`src/rtl/coffee_pkg.sv`:
```
// Shared state encodings and default timing constants for the brew sequencer.
package coffee_pkg;

  typedef enum logic [2:0] {
    StIdle     = 3'd0,
    StHeat     = 3'd1,
    StBrew     = 3'd2,
    StDispense = 3'd3,
    StDone     = 3'd4,
    StFault    = 3'd5
  } brew_state_e;

  localparam int unsigned DefaultDiv      = 50_000_000;
  localparam int unsigned DefaultHeatS    = 30;
  localparam int unsigned DefaultBrewS    = 60;
  localparam int unsigned DefaultDispenseS = 10;

  // True for the three timed phases of a brew cycle.
  function automatic logic is_busy(input brew_state_e s);
    return (s == StHeat) || (s == StBrew) || (s == StDispense);
  endfunction

endpackage

```
`src/rtl/tick_prescaler.sv`:
```
// Divides clk down to a one-cycle tick every DIV cycles; clr restarts the count.
module tick_prescaler
  import coffee_pkg::*;
#(
  parameter int unsigned DIV = DefaultDiv
) (
  input  logic clk,
  input  logic rst_n,
  input  logic clr,
  output logic tick
);

  localparam int unsigned CntW = (DIV > 1) ? $clog2(DIV) : 1;
  localparam logic [CntW-1:0] CntMax = CntW'(DIV - 1);

  logic [CntW-1:0] cnt_q, cnt_d;

  // Next count: clear on request, wrap at DIV-1, otherwise advance.
  always_comb begin
    cnt_d = cnt_q + CntW'(1);
    if (clr) begin
      cnt_d = '0;
    end else if (cnt_q == CntMax) begin
      cnt_d = '0;
    end
  end

  // Count register.
  always_ff @(posedge clk or negedge rst_n) begin
    if (!rst_n) begin
      cnt_q <= '0;
    end else begin
      cnt_q <= cnt_d;
    end
  end

  assign tick = (cnt_q == CntMax);

endmodule

```
`src/rtl/brew_sequencer.sv`:
```
// Coffee brew sequencer: IDLE -> HEAT -> BREW -> DISPENSE -> DONE with fault handling.
module brew_sequencer
  import coffee_pkg::*;
#(
  parameter int unsigned DIV        = DefaultDiv,
  parameter int unsigned HEAT_S     = DefaultHeatS,
  parameter int unsigned BREW_S     = DefaultBrewS,
  parameter int unsigned DISPENSE_S = DefaultDispenseS
) (
  input  logic       clk,
  input  logic       rst_n,
  input  logic       start,
  input  logic       cancel,
  input  logic       water_ok,
  output logic [2:0] state,
  output logic       busy,
  output logic       done,
  output logic [7:3] led
);

  localparam logic [7:0] HeatLast     = 8'(HEAT_S - 1);
  localparam logic [7:0] BrewLast     = 8'(BREW_S - 1);
  localparam logic [7:0] DispenseLast = 8'(DISPENSE_S - 1);

  brew_state_e state_q, state_d;
  logic [7:0]  phase_q, phase_d;
  logic        hb_q, hb_d;
  logic        tick;
  logic        clr;
  logic        busy_q;
  logic [7:0]  phase_last;
  logic        phase_end;

  // Any state change restarts both the prescaler and the phase counter, so each
  // phase lasts exactly PHASE_S*DIV cycles.
  assign clr = (state_d != state_q);

  tick_prescaler #(
    .DIV(DIV)
  ) u_tick_prescaler (
    .clk  (clk),
    .rst_n(rst_n),
    .clr  (clr),
    .tick (tick)
  );

  assign busy_q = is_busy(state_q);

  // Select the terminal phase count for the current phase.
  always_comb begin
    phase_last = 8'd0;
    case (state_q)
      StHeat:     phase_last = HeatLast;
      StBrew:     phase_last = BrewLast;
      StDispense: phase_last = DispenseLast;
      default:    phase_last = 8'd0;
    endcase
  end

  assign phase_end = tick && (phase_q == phase_last);

  // Next-state decode; cancel beats water loss, which beats phase end.
  always_comb begin
    state_d = state_q;
    case (state_q)
      StIdle: begin
        if (start && !cancel) begin
          state_d = water_ok ? StHeat : StFault;
        end
      end
      StHeat: begin
        if (cancel)         state_d = StIdle;
        else if (!water_ok) state_d = StFault;
        else if (phase_end) state_d = StBrew;
      end
      StBrew: begin
        if (cancel)         state_d = StIdle;
        else if (!water_ok) state_d = StFault;
        else if (phase_end) state_d = StDispense;
      end
      StDispense: begin
        if (cancel)         state_d = StIdle;
        else if (phase_end) state_d = StDone;
      end
      StDone:  state_d = StIdle;
      StFault: begin
        if (cancel) state_d = StIdle;
      end
      default: state_d = StIdle;
    endcase
  end

  // Phase counter and heartbeat next values.
  always_comb begin
    phase_d = phase_q;
    if (clr) begin
      phase_d = 8'd0;
    end else if (tick && busy_q) begin
      phase_d = phase_q + 8'd1;
    end
    // Heartbeat parity survives phase-to-phase moves and drops when leaving busy.
    hb_d = is_busy(state_d) ? (hb_q ^ (tick && busy_q)) : 1'b0;
  end

  // FSM, phase counter and heartbeat registers.
  always_ff @(posedge clk or negedge rst_n) begin
    if (!rst_n) begin
      state_q <= StIdle;
      phase_q <= 8'd0;
      hb_q    <= 1'b0;
    end else begin
      state_q <= state_d;
      phase_q <= phase_d;
      hb_q    <= hb_d;
    end
  end

  assign state  = state_q;
  assign busy   = busy_q;
  assign done   = (state_q == StDone);
  // The tick cycle itself already shows the toggled value; both terms are registered.
  assign led[3] = hb_q ^ (tick && busy_q);
  assign led[4] = (state_q == StHeat);
  assign led[5] = (state_q == StBrew);
  assign led[6] = (state_q == StDispense);
  assign led[7] = (state_q == StFault);

endmodule

```
`config.mk`:
```
export PLATFORM = sky130hd
export DESIGN_NAME = brew_sequencer
export DESIGN_NICKNAME = d
export VERILOG_FILES = /design/src/rtl/coffee_pkg.sv /design/src/rtl/tick_prescaler.sv /design/src/rtl/brew_sequencer.sv
export SDC_FILE = /design/constraint.sdc
export NUM_CORES = 1
export LEC_CHECK = 0
export ABC_CLOCK_PERIOD_IN_PS = 2800
export CAP_MARGIN = 30
export CORE_UTILIZATION = 25
export DETAILED_ROUTE_END_ITERATION = 6
export HOLD_SLACK_MARGIN = 0.05
export SLEW_MARGIN = 20
export SYNTH_ARGS = -nofsm -noshare
export SYNTH_HDL_FRONTEND = slang
export SYNTH_SLANG_ARGS = --single-unit
```
`constraint.sdc`:
```
create_clock -name clk -period 2.8 [get_ports clk]
set_clock_uncertainty 0.15 [all_clocks]
set_input_delay 0.7 -clock clk [delete_from_list [all_inputs] [get_ports clk]]
set_output_delay 0.7 -clock clk [all_outputs]
set_load 0.02 [all_outputs]
```
# After elaboration in Yosys (flattened, before gate mapping)
# Cells that the tools add are included.
# totals
romBits	0
out_inout_bits	10
input_bits	5
n_memories	0
register_bits	38
ramBits	0
latchBits	0
# op_classes
eq_ne	11
n_lt_le_gt_ge	0
n_addsub	2
n_bitwise	1
mux	18
shifts	0
reduce_logical	10
n_mul	0
div_mod_pow	0
# op_table
cell	count
$mux W26	2
$mux W3	11
$add A26 B1 Y26 const B	1
$eq A26 B26 Y1 const B	1
$pmux W6 S3	1
$mux W8	2
$pmux W3 S5	1
$eq A3 B2 Y1 const B	4
$add A8 B1 Y8 const B	1
$eq A8 B8 Y1	1
$eq A3 B1 Y1 const B	2
$eq A3 B3 Y1 const B	2
$logic_or A1 B1 Y1	4
$logic_and A1 B1 Y1	3
$logic_not A3 Y1	1
$ne A3 B3 Y1	1
$reduce_bool A2 Y1	1
$logic_not A1 Y1	1
$mux W1	1
$xor A1 B1 Y1	1

# Logic depth before layout (Yosys ltp)
# Gate-level depths: netlist (run 1).
# depth
depth_word	12
ltp_mapped	9
mapped_depth_nobuf	8

# Hierarchy
# A second synthesis (run 1) with hierarchy kept.
# hier_totals
cells_unflattened	266
area_unflattened_um2	2418.6
# modules_own_cells
mod	n_inst	area_each_um2	cells_each
tick_prescaler	1	1381.3	146
brew_sequencer	1	1037.2	120

# Worst setup path after synthesis (run 1)
# No wires, ideal clock.
# synth_path
path_kind	flip-flop to output port
from	register u_tick_prescaler.cnt_q[0]
to	output port led[3] (netlist bit)
t_arrival_ps	1981
path_buffers	1
path_stages_with_launch	8
path_slack_ps	-31
path_cell_list	dfrtp_1 ha_1 nand2_1 nor3_1 and3_1 clkbuf_1 nand2_1 xnor2_1
# synth_between
elab_chain_cells	3
# synth_rtl
item	line	rtl
from (decl)	tick_prescaler.sv:16	logic [CntW-1:0] cnt_q, cnt_d;
from (signal assigned)	tick_prescaler.sv:33	cnt_q <= cnt_d;
$eq A26 B26 Y1	tick_prescaler.sv:37	assign tick = (cnt_q == CntMax);
$logic_and A1 B1 Y1	brew_sequencer.sv:122	assign led[3] = hb_q ^ (tick && busy_q);
$xor A1 B1 Y1	brew_sequencer.sv:122	
to (decl)	brew_sequencer.sv:18	output logic [7:3] led
# Every way passes these cells.

# Worst setup path in the final report (run 1)
# layout_path
from	register u_tick_prescaler.cnt_q[8]
to	output port led[3] (netlist bit)
# Same word-level chain as after synthesis.

==> metrics.log, run 1 <==
[metrics] net count after synthesis: about 240
[metrics] final critical delay including setup and external delays: 2.75 ns
[metrics] part of the cycle the worst path needs: 98.3%
[metrics] total die area: about 0.0090 mm²
[metrics] leakage power figure: roughly 0.0012 µW
[metrics] H-tree level count: 2
[metrics] count of different cell masters after synthesis: 40
[metrics] post-synthesis cell count: 234
[metrics] kind of cell adding the most delay to the critical path: simple AND/OR/NAND/NOR gates
[metrics] CTS Buf Count: 5
[metrics] critical path, cell by cell: nor4b_2 -> and4_1 -> and3_4 -> nand2_1 -> xnor2_2 -> buf_4
[metrics] Post-Synthesis Mean Instance Area: 9.22 µm²
[metrics] area fraction of the dominant cell type after synthesis: about 44%
[metrics] CTS Buffer Depth: 2
[metrics] PnR worst setup slack: between 0.04 and 0.05 ns
[metrics] mean number of vias per cell: 4.70
[metrics] Area growth, synth to finish: 27.3%
[metrics] post-detailed-placement cell area: between 0.002 and 0.003 mm²
[metrics] final slew viol count: 0
[metrics] first-pass GRT wire length: 8.05 mm
[metrics] final instance area: 0.00275 mm²
[metrics] dominant cell by count in the synthesized netlist: dfrtp_1
[metrics] Final ANT Viol Nets: 0
[metrics] count of endpoints failing hold in the final timing report: 0
[metrics] Total Power: 1270 µW
[metrics] number of buffers inserted by port buffering: 14
[metrics] number of max-cap violations: 0
[metrics] number of antenna violations at the first check in global routing: 0
[metrics] CP startpoint kind: flop
[metrics] num ports: 15
[metrics] Seq/Total Area, Yosys: 44.1%
[metrics] maximum cell stage delay along the critical path: 0.42 ns
[metrics] DR pass1 iterations: 4
[metrics] maximum fanout count along the critical path: 4
[metrics] DIE WIDTH: 94.9 µm
[metrics] slew at the pin closest to its max-slew limit: 0.470 ns
[metrics] most used flip-flop cell after synthesis: dfrtp_1
[metrics] starting density of the core: 26.0%
[metrics] arrival time at the worst endpoint: 1.90 ns
[metrics] worst ir drop on vdd: 218 µV
[metrics] worst hold path class: input port to async pin
[metrics] fmax: 0.363 GHz
[metrics] Post-Syn Area: between 0.002 and 0.0025 mm²
[metrics] average wire length per cell after detail routing: 12.5 µm
[metrics] internal reg-to-reg setup slack: ~0.28 ns
[metrics] endpoint type of the worst setup path: output port
[metrics] number of nets in the final layout: 281
[metrics] DRC viols: 0
[metrics] clock root buffer master: clkbuf_8
[metrics] clock tree from TritonCTS: done
[metrics] wirelength, routed: between 4 and 5 mm
[metrics] status: finished, final reports clean
[metrics] initial detailed-routing violation count: 48
[metrics] total power per unit cell area: 463 mW/mm²
[metrics] count of cells along the worst register-to-register path: 8
[metrics] clk sinks: 38
[metrics] clock latency at the later pin of the worst-skew pair: 0.29 ns
[metrics] leading area contributor after synthesis: dfrtp_1
[metrics] global placer's final weighted congestion: 0.785
[metrics] category of the most critical setup path: flop to output port
[metrics] setup repair after global routing missed its margin: yes
[metrics] count of warnings emitted by yosys: 0
[metrics] worst slack after detailed placement: -0.169 ns
[metrics] total number of vias: 1781
[metrics] Clk pin slew, worst setup/hold paths: around 0.080 ns
[metrics] Core Rows: 33
[metrics] startpoint of the most critical register-to-register path: state[0]
[metrics] pin count of the biggest net entering global routing: 39
[metrics] data required time of the worst path: between 1.5 and 2 ns
[metrics] top cell types by occurrence after synthesis: dfrtp_1 (38), nor2_1 (32), nor3_1 (24), nand2_1 (20), xor2_1 (17)
[metrics] count of inserted antenna diode cells: 0
[metrics] fraction of registers with async set or reset after synthesis: 100%
[metrics] share of layout cells above drive strength 1: between 15 and 20%
[metrics] fill cell count: approximately 850
[metrics] reg-to-reg critical path endpoint: u_tick_prescaler.cnt_q[21]
[metrics] vias in the first global route: 1759
[metrics] Area contributors post-synth: dfrtp_1 (44%), xor2_1 (6.9%), xnor2_1 (6.5%), nor3_1 (5.6%), nor2_1 (5.6%)
[metrics] combined buffer and inverter count along the critical path: 1
[metrics] GRT Resource Usage Total: 11.6%
[metrics] EDFF count, synth: 0
[metrics] post-route core utilization: approximately 33%
[metrics] placeable core region: 0.00830 mm²
[metrics] worst slew slack as a fraction of its limit: 68.4%
[metrics] vertical extent of the die: 94.9 µm
[metrics] post-synthesis register bit count: 38
[metrics] total congestion overflow: 0
[metrics] master of the slowest instance on the critical path: dfrtp_1
[metrics] HPWL Detailed: between 3 and 4 mm
[metrics] final number of setup-violating endpoints: 0
report_power, final:
group          internal (µW)  switching, µW
sequential               570           14.2
combinational           96.4            114
clock                    285            191
total                    952            320
worst max path at each step:
stage / from / to / slack (ns) / depth (start not counted)
2_1_floorplan: u_tick_prescaler.cnt_q[0] / led[3] / 0.09 / 7
3_3_place_gp: u_tick_prescaler.cnt_q[8] / led[3] / -0.14 / 6
3_5_place_dp: u_tick_prescaler.cnt_q[8] / led[3] / -0.17 / 6
4_1_cts: u_tick_prescaler.cnt_q[8] / led[3] / 0.009 / 6
5_1_grt: u_tick_prescaler.cnt_q[8] / led[3] / -0.09 / 6
6_report: u_tick_prescaler.cnt_q[8] / led[3] / 0.05 / 6
metal layers:
| layer | share of wire, % | vias to the layer above | GRT usage (%) | wire length, µm |
|---|---|---|---|---|
| li1 | - | 899 | - | - |
| met1 | 49 | 857 | 15.3 | 2310 |
| met2 | 47 | 16 | 18.2 | 2210 |
| met3 | 2.6 | 9 | 2.66 | 125 |
| met4 | 1.6 | 0 | 4.29 | 76 |
| met5 | 0 | - | 0 | 0 |
metrics by stage:
stage               hold WS (ns)  instances  TNS [ns]
global placement           0.374        370    -0.144
global route               0.200        379   -0.0905
finish                     0.179        379         0
floorplan                  0.254        234         0
CTS                        0.398        377         0
detailed placement         0.388        370    -0.169
cells by family (layout without fill, tap and decap cells):
logic type,count (synthesis),count (layout),synth area share [%]
AOI/OAI and AO/OA,26,26,9.22
xor gates and xnor gates,33,33,13.4
adders and majority gates,2,2,1.16
buffers and inverters,14,54,3.83
DFF,38,38,44.1
muxes,1,1,0.464
and+or+nand+nor,120,120,27.8
flip-flops by register name, summed over array words and instances, names as in the netlist:
signal	flops
hb_q	1
phase_q	8
state	3
u_tick_prescaler.cnt_q	26
cell usage in the layout (no fill, tap or decap), drive strengths merged, types with 2 or more instances in the layout:
cell	synthesis	layout
dfrtp	38	38
nor2	32	32
buf	4	30
nor3	25	25
nand2	20	20
xor2	17	17
xnor2	16	16
nand3	12	12
and3	11	11
clkdlybuf4s50	0	9
a21oi	7	7
clkbuf	5	6
and2	4	4
o21ai	4	4
inv	5	4
nand4	4	4
nor4	2	2
a31oi	2	2
nor4bb	2	2
nor4b	2	2
o2111a	2	2
ha	2	2
dlymetal6s2s	0	2
a211oi	2	2
o22ai	2	2
layout make-up:
class	instances	area (µm²)	share of cell area, %
clock inverters	1	30.0	1.09
flip-flops and latches	38	951	34.6
multi-input cells	182	1150	41.8
well taps	105	131	4.79
clock buffers	6	82.6	3.01
repair buffers	42	379	13.8
inverters	5	22.5	0.820
worst register-to-register path: cells and delay by family (launching register included):
kind	cells	cell delay [ns]
AOI/OAI and AO/OA	4	0.79
DFF	1	0.46
and+or+nand+nor	3	0.79
buffers and inverters	1	0.22
timing repair:
action,CTS,global route
setup buffers,0,1
resized for setup,9,3
hold buffers,0,0
setup endpoints to repair,2,4
gates cloned,0,0
pin swaps,1,1
(Power assumes the default switching activity.)
==> run 2, diff against run 1 <==
--- a/config.mk
+++ b/config.mk
@@ -13,4 +13,5 @@
 export SLEW_MARGIN = 20
 export SYNTH_ARGS = -nofsm -noshare
 export SYNTH_HDL_FRONTEND = slang
+export SYNTH_HIERARCHICAL = 1
 export SYNTH_SLANG_ARGS = --single-unit
==> metrics.log, run 2 <==
[metrics] count of warnings emitted by yosys: 6 (+6)
[metrics] Seq/Total Area, Yosys: 39.3% (-4.8 points)
[metrics] setup tns final: -11.90 ns (-11.90 ns)
[metrics] PnR worst setup slack: -0.415 ns (-0.463 ns)
[metrics] dominant cell by count in the synthesized netlist: dfrtp_1
[metrics] kind of cell adding the most delay to the critical path: simple AND/OR/NAND/NOR gates
[metrics] vias in the first global route: 2078 (+18%)
[metrics] worst slack after detailed placement: -0.541 ns (-0.372 ns)
[metrics] most frequent standard cell in the layout excluding fill and tap cells: buf_4
[metrics] fraction of registers with async set or reset after synthesis: 100% (unchanged)
[metrics] startpoint of the most critical register-to-register path: u_tick_prescaler/cnt_q[9]
[metrics] average wire length per cell after detail routing: 12.1 µm (-3.3%)
[metrics] slew at the pin closest to its max-slew limit: 0.518 ns (+0.0480 ns)
[metrics] leading area contributor after synthesis: dfrtp_1
[metrics] met3 track utilization from global routing: 3.06% (+0.41 points)
[metrics] DIE WIDTH: 100 µm (+5.8%)
[metrics] starting density of the core: 26.1% (+0.060 points)
[metrics] Post-Synthesis Mean Instance Area: 9.09 µm² (-1.4%)
[metrics] EDFF count, synth: 0 (unchanged)
[metrics] global routing met1 resource utilization: 15.4% (+0.088 points)
[metrics] total die area: 0.0101 mm² (+12%)
[metrics] worst setup path endpoint: u_tick_prescaler/cnt_q[18]
[metrics] worst hold path class: input port to async pin
[metrics] number of hold buffers added after cts: 0 (unchanged)
[metrics] clk sinks: 38 (unchanged)
[metrics] num ports: 15 (unchanged)
[metrics] setup repair after global routing missed its margin: yes
[metrics] combined buffer and inverter count along the critical path: 2 (+1)
[metrics] DRC viols: 0 (unchanged)
[metrics] post-synthesis cell count: 266 (+14%)
[metrics] max reg flops: 26 (unchanged)
[metrics] met2 Usage GRT: 19.4% (+1.2 points)
[metrics] Area contributors post-synth: dfrtp_1 (39%), xnor2_1 (5.4%), nor2_1 (4.0%), nand2_1 (3.6%), nand3_1 (3.1%)
[metrics] clock tree from TritonCTS: done
[metrics] Clk pin slew, worst setup/hold paths: 0.08 ns (about the same)
[metrics] number of nets in the final layout: 335 (+19%)
[metrics] maximum cell stage delay along the critical path: 0.57 ns (+0.15 ns)
[metrics] CP Launch Point: u_tick_prescaler/cnt_q[9]
[metrics] clock latency at the later pin of the worst-skew pair: 0.30 ns (about the same)
[metrics] data required time of the worst path: 2.82 ns (+0.87 ns)
[metrics] count of inserted antenna diode cells: 0 (unchanged)
[metrics] share of layout cells above drive strength 1: 28.6% (+12 points)
[metrics] Area growth, synth to finish: 34.7%
[metrics] most used flip-flop cell after synthesis: dfrtp_1
[metrics] net count after synthesis: 273 (+13%)
[metrics] pin count of the biggest net entering global routing: 39 (unchanged)
[metrics] category of the most critical setup path: flop to flop
[metrics] total power per unit cell area: 377 mW/mm² (-19%)
[metrics] master of the slowest instance on the critical path: or4_4
[metrics] wirelength, routed: 5.52 mm (+17%)
[metrics] H-tree level count: 2 (unchanged)
[metrics] fmax: 0.311 GHz (-14%)
[metrics] Top Usage Layer GRT: met2
[metrics] status: complete, but fails checks
[metrics] CTS Buffer Depth: 2 (unchanged)
[metrics] part of the cycle the worst path needs: 115% (+17 points)
[metrics] CTS Buf Count: 5 (unchanged)
[metrics] endpoint type of the worst setup path: flop
[metrics] worst ir drop on vdd: 190 µV (-13%)
[metrics] final number of setup-violating endpoints: 39 (+39)
[metrics] final critical delay including setup and external delays: 3.22 ns (+0.463 ns)
[metrics] top cell types by occurrence after synthesis: dfrtp_1 (38), nor2_1 (26), nand2_1 (23), nand3_1 (15), xnor2_1 (15)
[metrics] initial detailed-routing violation count: 83 (+73%)
[metrics] total congestion overflow: 0 (unchanged)
[metrics] Final ANT Viol Nets: 0 (unchanged)
[metrics] leakage power figure: 0.00134 µW (+8.5%)
[metrics] post-synthesis register bit count: 38 (unchanged)
[metrics] Core Rows: 35 (+6.1%)
[metrics] mean number of vias per cell: 4.73 (+0.69%)
[metrics] CP Depth: 11 (+5)
[metrics] arrival time at the worst endpoint: 3.24 ns (+1.34 ns)
[metrics] internal reg-to-reg setup slack: -0.42 ns (-0.70 ns)
[metrics] count of cells along the worst register-to-register path: 11 (+3)
[metrics] reg-to-reg critical path endpoint: u_tick_prescaler/cnt_q[18]
[metrics] CP startpoint kind: flop
[metrics] violated checks: negative setup slack
[metrics] maximum fanout count along the critical path: 14 (+10)
[metrics] first-pass GRT wire length: 9.56 mm (+19%)
[metrics] DR pass1 iterations: 4 (unchanged)
[metrics] critical path, cell by cell: or4_1 -> or4_4 -> nor2_4 -> buf_4 -> nor3b_4 -> nand3_4 -> nor4b_4 -> or4b_4 -> o21bai_4 -> buf_12 -> a21oi_1
[metrics] top library cells by usage in the layout, fill and taps aside: buf_4 (48), dfrtp_1 (37), nand2_1 (23)
[metrics] number of antenna violations at the first check in global routing: 0 (unchanged)
[metrics] count of endpoints failing hold in the final timing report: 0 (unchanged)
[metrics] global placer's final weighted congestion: 0.806 (+2.6%)
[metrics] largest register by flop count: u_tick_prescaler/cnt_q
[metrics] area fraction of the dominant cell type after synthesis: 39.3% (-4.8 points)
[metrics] number of buffers inserted by port buffering: 14 (unchanged)
[metrics] total number of vias: 2167 (+22%)
[metrics] worst slew slack as a fraction of its limit: 64.6% (-3.9 points)
[metrics] placeable core region: 0.00928 mm² (+12%)
[metrics] HPWL Detailed: 3.99 mm (+21%)
[metrics] Post-Syn Area: 0.00242 mm² (+12%)
[metrics] number of max-cap violations: 0 (unchanged)
[metrics] GRT Resource Usage Total: 11.9% (+0.36 points)
[metrics] final slew viol count: 0 (unchanged)
[metrics] count of different cell masters after synthesis: 58 (+45%)
[metrics] clock root buffer master: clkbuf_8
[metrics] vertical extent of the die: 100 µm (+5.8%)
==> run 2: timing repair <==
item / CTS / global route
setup buffers: 1 / 2
resized for setup: 12 / 3
pin swaps: 1 / 1
cloned: 0 / 0
setup endpoints to repair: 40 / 41
==> run 2: through the flow <==
stage / utilization (%) / hold WS (ns) / std cells / area [µm²] / power, µW
2_1_floorplan: - / 0.254 / 266 / 2480 / 718
3_3_place_gp: 33.2 / 0.383 / 446 / 3080 / 829
3_5_place_dp: 33.2 / 0.393 / 446 / 3080 / 830
4_1_cts: 34.6 / 0.394 / 455 / 3210 / 1240
5_1_grt: 35.1 / 0.262 / 458 / 3260 / 1300
6_report: 35.1 / 0.239 / 458 / 3260 / 1230
==> run 2: logic make-up after synthesis <==
group / share of synthesized area, %
simple gates: 31.4
compound gates: 14.9
flops: 39.3
xor+xnor: 7.60
buf+inv: 4.29
mux: 1.45
fa+ha+maj: 1.03
==> run 2: where the power goes <==
part	switching (µW)	total, µW	internal (µW)
sequential	14.7	577	563
clock	202	400	198
combinational	130	251	121
==> run 2: worst reg2reg max path, delay by kind of cell (launching register included) <==
kind,cells,cell delay (ns)
AND/OR/NAND/NOR,7,2.05
buffers and inverters,2,0.31
AO/OA/AOI/OAI,2,0.19
flip-flops,1,0.38
==> run 2: worst min-delay path by stage <==
stage,start,to,cells past startpoint
after floorplan,rst_n,hb_q,0
after global placement,u_tick_prescaler/cnt_q[0],u_tick_prescaler/cnt_q[0],2
after detailed placement,u_tick_prescaler/cnt_q[0],u_tick_prescaler/cnt_q[0],2
after CTS,rst_n,u_tick_prescaler/cnt_q[13],1
after global routing,rst_n,u_tick_prescaler/cnt_q[13],1
final,rst_n,u_tick_prescaler/cnt_q[13],1
==> run 2: layout make-up <==
cell class	instances	area [µm²]
clock buffers	6	82.6
clock inverters	2	12.5
fillers	978	6030
inverters	7	26.3
multi-input cells	209	1440
flip-flops and latches	38	952
well taps	129	161
repair buffers	67	586
==> run 2: layer usage <==
layer | vias up | part of all wire [%]
met5 | - | 0
met1 | 1038 | 51
met4 | 0 | 1.1
met3 | 7 | 2.8
met2 | 25 | 45
li1 | 1097 | -
==> run 3, diff against run 2 <==
--- a/config.mk
+++ b/config.mk
@@ -5,9 +5,11 @@
 export SDC_FILE = /design/constraint.sdc
 export NUM_CORES = 1
 export LEC_CHECK = 0
+export ABC_AREA = 1
 export ABC_CLOCK_PERIOD_IN_PS = 2800
 export CAP_MARGIN = 30
 export CORE_UTILIZATION = 25
+export CTS_CLUSTER_SIZE = 12
 export DETAILED_ROUTE_END_ITERATION = 6
 export HOLD_SLACK_MARGIN = 0.05
 export SLEW_MARGIN = 20
==> metrics.log, run 3 <==
[metrics] status: finished, final reports clean
[metrics] Post-Syn Area: 0.00253 mm² (+4.7%)
[metrics] top cell types by occurrence after synthesis: nand2_1 (97), nor2_1 (67), inv_1 (42), dfrtp_1 (38), nand3_1 (26)
[metrics] EDFF count, synth: 0 (unchanged)
[metrics] leading area contributor after synthesis: dfrtp_1
[metrics] DRC viols: 0 (unchanged)
[metrics] worst hold path class: input port to async pin
[metrics] total congestion overflow: 0 (unchanged)
[metrics] category of the most critical setup path: flop to output port
[metrics] data required time of the worst path: 1.95 ns (-0.87 ns)
[metrics] final number of setup-violating endpoints: 0 (-100%)
[metrics] fraction of registers with async set or reset after synthesis: 100% (unchanged)
[metrics] fmax: 0.372 GHz (+20%)
[metrics] critical path, cell by cell: ha_4 -> inv_2 -> nor2_4 -> nand3_2 -> nor2_2 -> nand2_2 -> inv_2 -> buf_4 -> nand2_1 -> xor2_2 -> buf_4
[metrics] DR pass1 iterations: 6 (+2)
[metrics] count of different cell masters after synthesis: 29 (-50%)
[metrics] average wire length per cell after detail routing: 11.3 µm (-6.1%)
[metrics] fraction of the mapped netlist area in adder cells: 0.989% (-0.046 points)
[metrics] mux contribution to synthesized area: 0% (-1.4 points)
[metrics] count of inserted antenna diode cells: 0 (unchanged)
[metrics] combinational power share: 34.8% (+14 points)
[metrics] fill cell count: 1032 (+5.5%)
[metrics] maximum cell stage delay along the critical path: 0.40 ns (-0.17 ns)
[metrics] post-synthesis register bit count: 38 (unchanged)
[metrics] startpoint of the most critical register-to-register path: u_tick_prescaler/cnt_q[0]
[metrics] kind of cell adding the most delay to the critical path: simple AND/OR/NAND/NOR gates
[metrics] reg-to-reg critical path endpoint: u_tick_prescaler/cnt_q[20]
[metrics] placeable core region: 0.00977 mm² (+5.3%)
[metrics] number of antenna violations at the first check in global routing: 0 (unchanged)
[metrics] leakage power figure: 0.00146 µW (+9.1%)
[metrics] GRT Resource Usage Total: 12.6% (+0.72 points)
[metrics] wirelength, routed: 6.22 mm (+13%)
[metrics] Simple-Gate Fraction of Synth Area: 43.8% (+12 points)
[metrics] xor/xnor share of the synthesized area: 5.19% (-2.4 points)
[metrics] first-pass GRT wire length: 10.4 mm (+8.3%)
[metrics] Seq/Total Area, Yosys: 37.6% (-1.7 points)
[metrics] Compound-Gate Fraction of Synth Area: 3.81% (-11 points)
[metrics] H-tree level count: 2 (unchanged)
[metrics] largest register by flop count: u_tick_prescaler/cnt_q
[metrics] starting density of the core: 25.9% (-0.16 points)
[metrics] number of hold buffers added after cts: 0 (unchanged)
[metrics] count of cells along the worst register-to-register path: 20 (+9)
[metrics] setup repair after global routing missed its margin: yes
[metrics] master of the slowest instance on the critical path: dfrtp_1
[metrics] worst ir drop on vdd: 199 µV (+4.8%)
[metrics] global placer's final weighted congestion: 0.878 (+8.9%)
[metrics] internal reg-to-reg setup slack: 0.13 ns (+0.55 ns)
[metrics] Area contributors post-synth: dfrtp_1 (38%), nand2_1 (14%), nor2_1 (9.9%), inv_1 (6.2%), nand3_1 (5.1%)
[metrics] Area growth, synth to finish: 33.2%
[metrics] top library cells by usage in the layout, fill and taps aside: nand2_1 (95), nor2_1 (54), inv_1 (39), buf_4 (39), dfrtp_1 (37)
[metrics] pin count of the biggest net entering global routing: 39 (unchanged)
[metrics] worst slew slack as a fraction of its limit: 75.8% (+11 points)
[metrics] total die area: 0.0105 mm² (+4.6%)
[metrics] number of max-cap violations: 0 (unchanged)
[metrics] Core Rows: 36 (+2.9%)
[metrics] area fraction of the dominant cell type after synthesis: 37.6% (-1.7 points)
[metrics] num ports: 15 (unchanged)
[metrics] post-route core utilization: 34.5% (-0.60 points)
[metrics] vertical extent of the die: 103 µm (+2.3%)
[metrics] arrival time at the worst endpoint: 1.84 ns (-1.40 ns)
[metrics] clk sinks: 38 (unchanged)
[metrics] count of endpoints failing hold in the final timing report: 0 (unchanged)
[metrics] Fin Hold WS: 0.0896 ns (-0.149 ns)
[metrics] total number of vias: 2372 (+9.5%)
[metrics] final critical delay including setup and external delays: 2.69 ns (-0.525 ns)
[metrics] clock root buffer master: clkbuf_8
[metrics] maximum fanout count along the critical path: 2 (-12)
[metrics] vias in the first global route: 2260 (+8.8%)
[metrics] CTS Buf Count: 5 (unchanged)
[metrics] Post-Synthesis Mean Instance Area: 7.05 µm² (-22%)
[metrics] total power per unit cell area: 492 mW/mm² (+30%)
[metrics] combined buffer and inverter count along the critical path: 4 (+2)
[metrics] part of the cycle the worst path needs: 96.1% (-19 points)
[metrics] initial detailed-routing violation count: 113 (+36%)
[metrics] most used flip-flop cell after synthesis: dfrtp_1
[metrics] net count after synthesis: 366 (+34%)
[metrics] internal power: 1050 µW (+19%)
[metrics] Final ANT Viol Nets: 0 (unchanged)
[metrics] clock latency at the later pin of the worst-skew pair: 0.30 ns (about the same)
[metrics] slew at the pin closest to its max-slew limit: 0.360 ns (-0.158 ns)
[metrics] endpoint type of the worst setup path: output port
[metrics] most frequent standard cell in the layout excluding fill and tap cells: nand2_1
[metrics] clock tree from TritonCTS: done
[metrics] mean number of vias per cell: 4.31 (-8.8%)
[metrics] post-synthesis cell count: 359 (+35%)
[metrics] net load switching power: 609 µW (+76%)
[metrics] count of warnings emitted by yosys: 6 (unchanged)
[metrics] Clk network pwr share: 29.1% (-3.5 points)
[metrics] HPWL Detailed: 4.70 mm (+18%)
[metrics] max reg flops: 26 (unchanged)
[metrics] Clk pin slew, worst setup/hold paths: 0.09 ns (about the same)
[metrics] CTS Buffer Depth: 2 (unchanged)
[metrics] dominant cell by count in the synthesized netlist: nand2_1
[metrics] CP startpoint kind: flop
[metrics] share of layout cells above drive strength 1: 27.1% (-1.5 points)
[metrics] number of buffers inserted by port buffering: 14 (unchanged)
[metrics] final slew viol count: 0 (unchanged)
[metrics] Total Power: 1660 µW (+35%)
[metrics] number of nets in the final layout: 423 (+26%)
[metrics] largest family of logic cells by synthesized area: simple AND/OR/NAND/NOR gates
[metrics] DIE WIDTH: 103 µm (+2.3%)
[metrics] sequential power share: 36.1% (-11 points)
[metrics] fraction of power spent switching nets: 36.7% (+8.5 points)
run 3: power by group through the flow:
stage	logic [µW]	clock network, µW	registers (µW)
floorplan	325	0	613
global placement	447	0	608
detailed placement	454	0	609
CTS	456	496	599
global route	627	521	602
finish	577	483	599
run 3: how the worst max path moves through the flow:
| stage | from | endpoint | cells after the start |
|---|---|---|---|
| detailed placement | cancel | u_tick_prescaler/cnt_q[19] | 13 |
| floorplan | u_tick_prescaler/cnt_q[0] | u_tick_prescaler/cnt_q[23] | 22 |
| global route | u_tick_prescaler/cnt_q[0] | u_tick_prescaler/cnt_q[20] | 20 |
| global placement | u_tick_prescaler/cnt_q[22] | led[3] | 9 |
| finish | u_tick_prescaler/cnt_q[0] | led[3] | 11 |
| CTS | state[0] | led[7] | 5 |
run 3: layout make-up:
class	count	area, µm²	share of cell area [%]
clock buffer	5	68.8	2.04
inverter	45	178	5.27
multi-input combinational	272	1510	44.8
timing repair buffer	54	452	13.4
clock inverter	3	45.0	1.34
tap	133	166	4.94
sequential	38	952	28.2
run 3: repair_timing:
item / CTS / global route
pin swaps: 0 / 10
buffers inserted: 0 / 5
setup endpoints to repair: 2 / 33
cloned: 0 / 1
gates resized for setup: 3 / 38
run 3: kinds of logic (layout without fill, tap and decap cells):
group / Yosys count / in the layout
compound gates: 16 / 16
fa+ha+maj: 2 / 2
xor+xnor: 15 / 15
flops: 38 / 38
buf+inv: 50 / 107
simple gates: 238 / 239
run 3: stage by stage:
step	setup WS [ns]	TNS [ns]	area [µm²]	instances
after global placement	0.0312	0	3060	535
final	0.110	0	3370	550
after floorplan	-0.0279	-0.180	2560	359
after detailed placement	0.0103	0	3060	535
after CTS	0.000266	0	3170	543
after global routing	-0.0855	-1.49	3370	550
run 3: per-layer routing:
| layer | vias up | share of wire, % | global-route usage (%) |
|---|---|---|---|
| met2 | 32 | 48 | 20.9 |
| met4 | 0 | 2.0 | 5.82 |
| met1 | 1106 | 47 | 16.2 |
| met3 | 8 | 2.8 | 1.83 |
| li1 | 1226 | - | - |
| met5 | - | 0 | 0 |
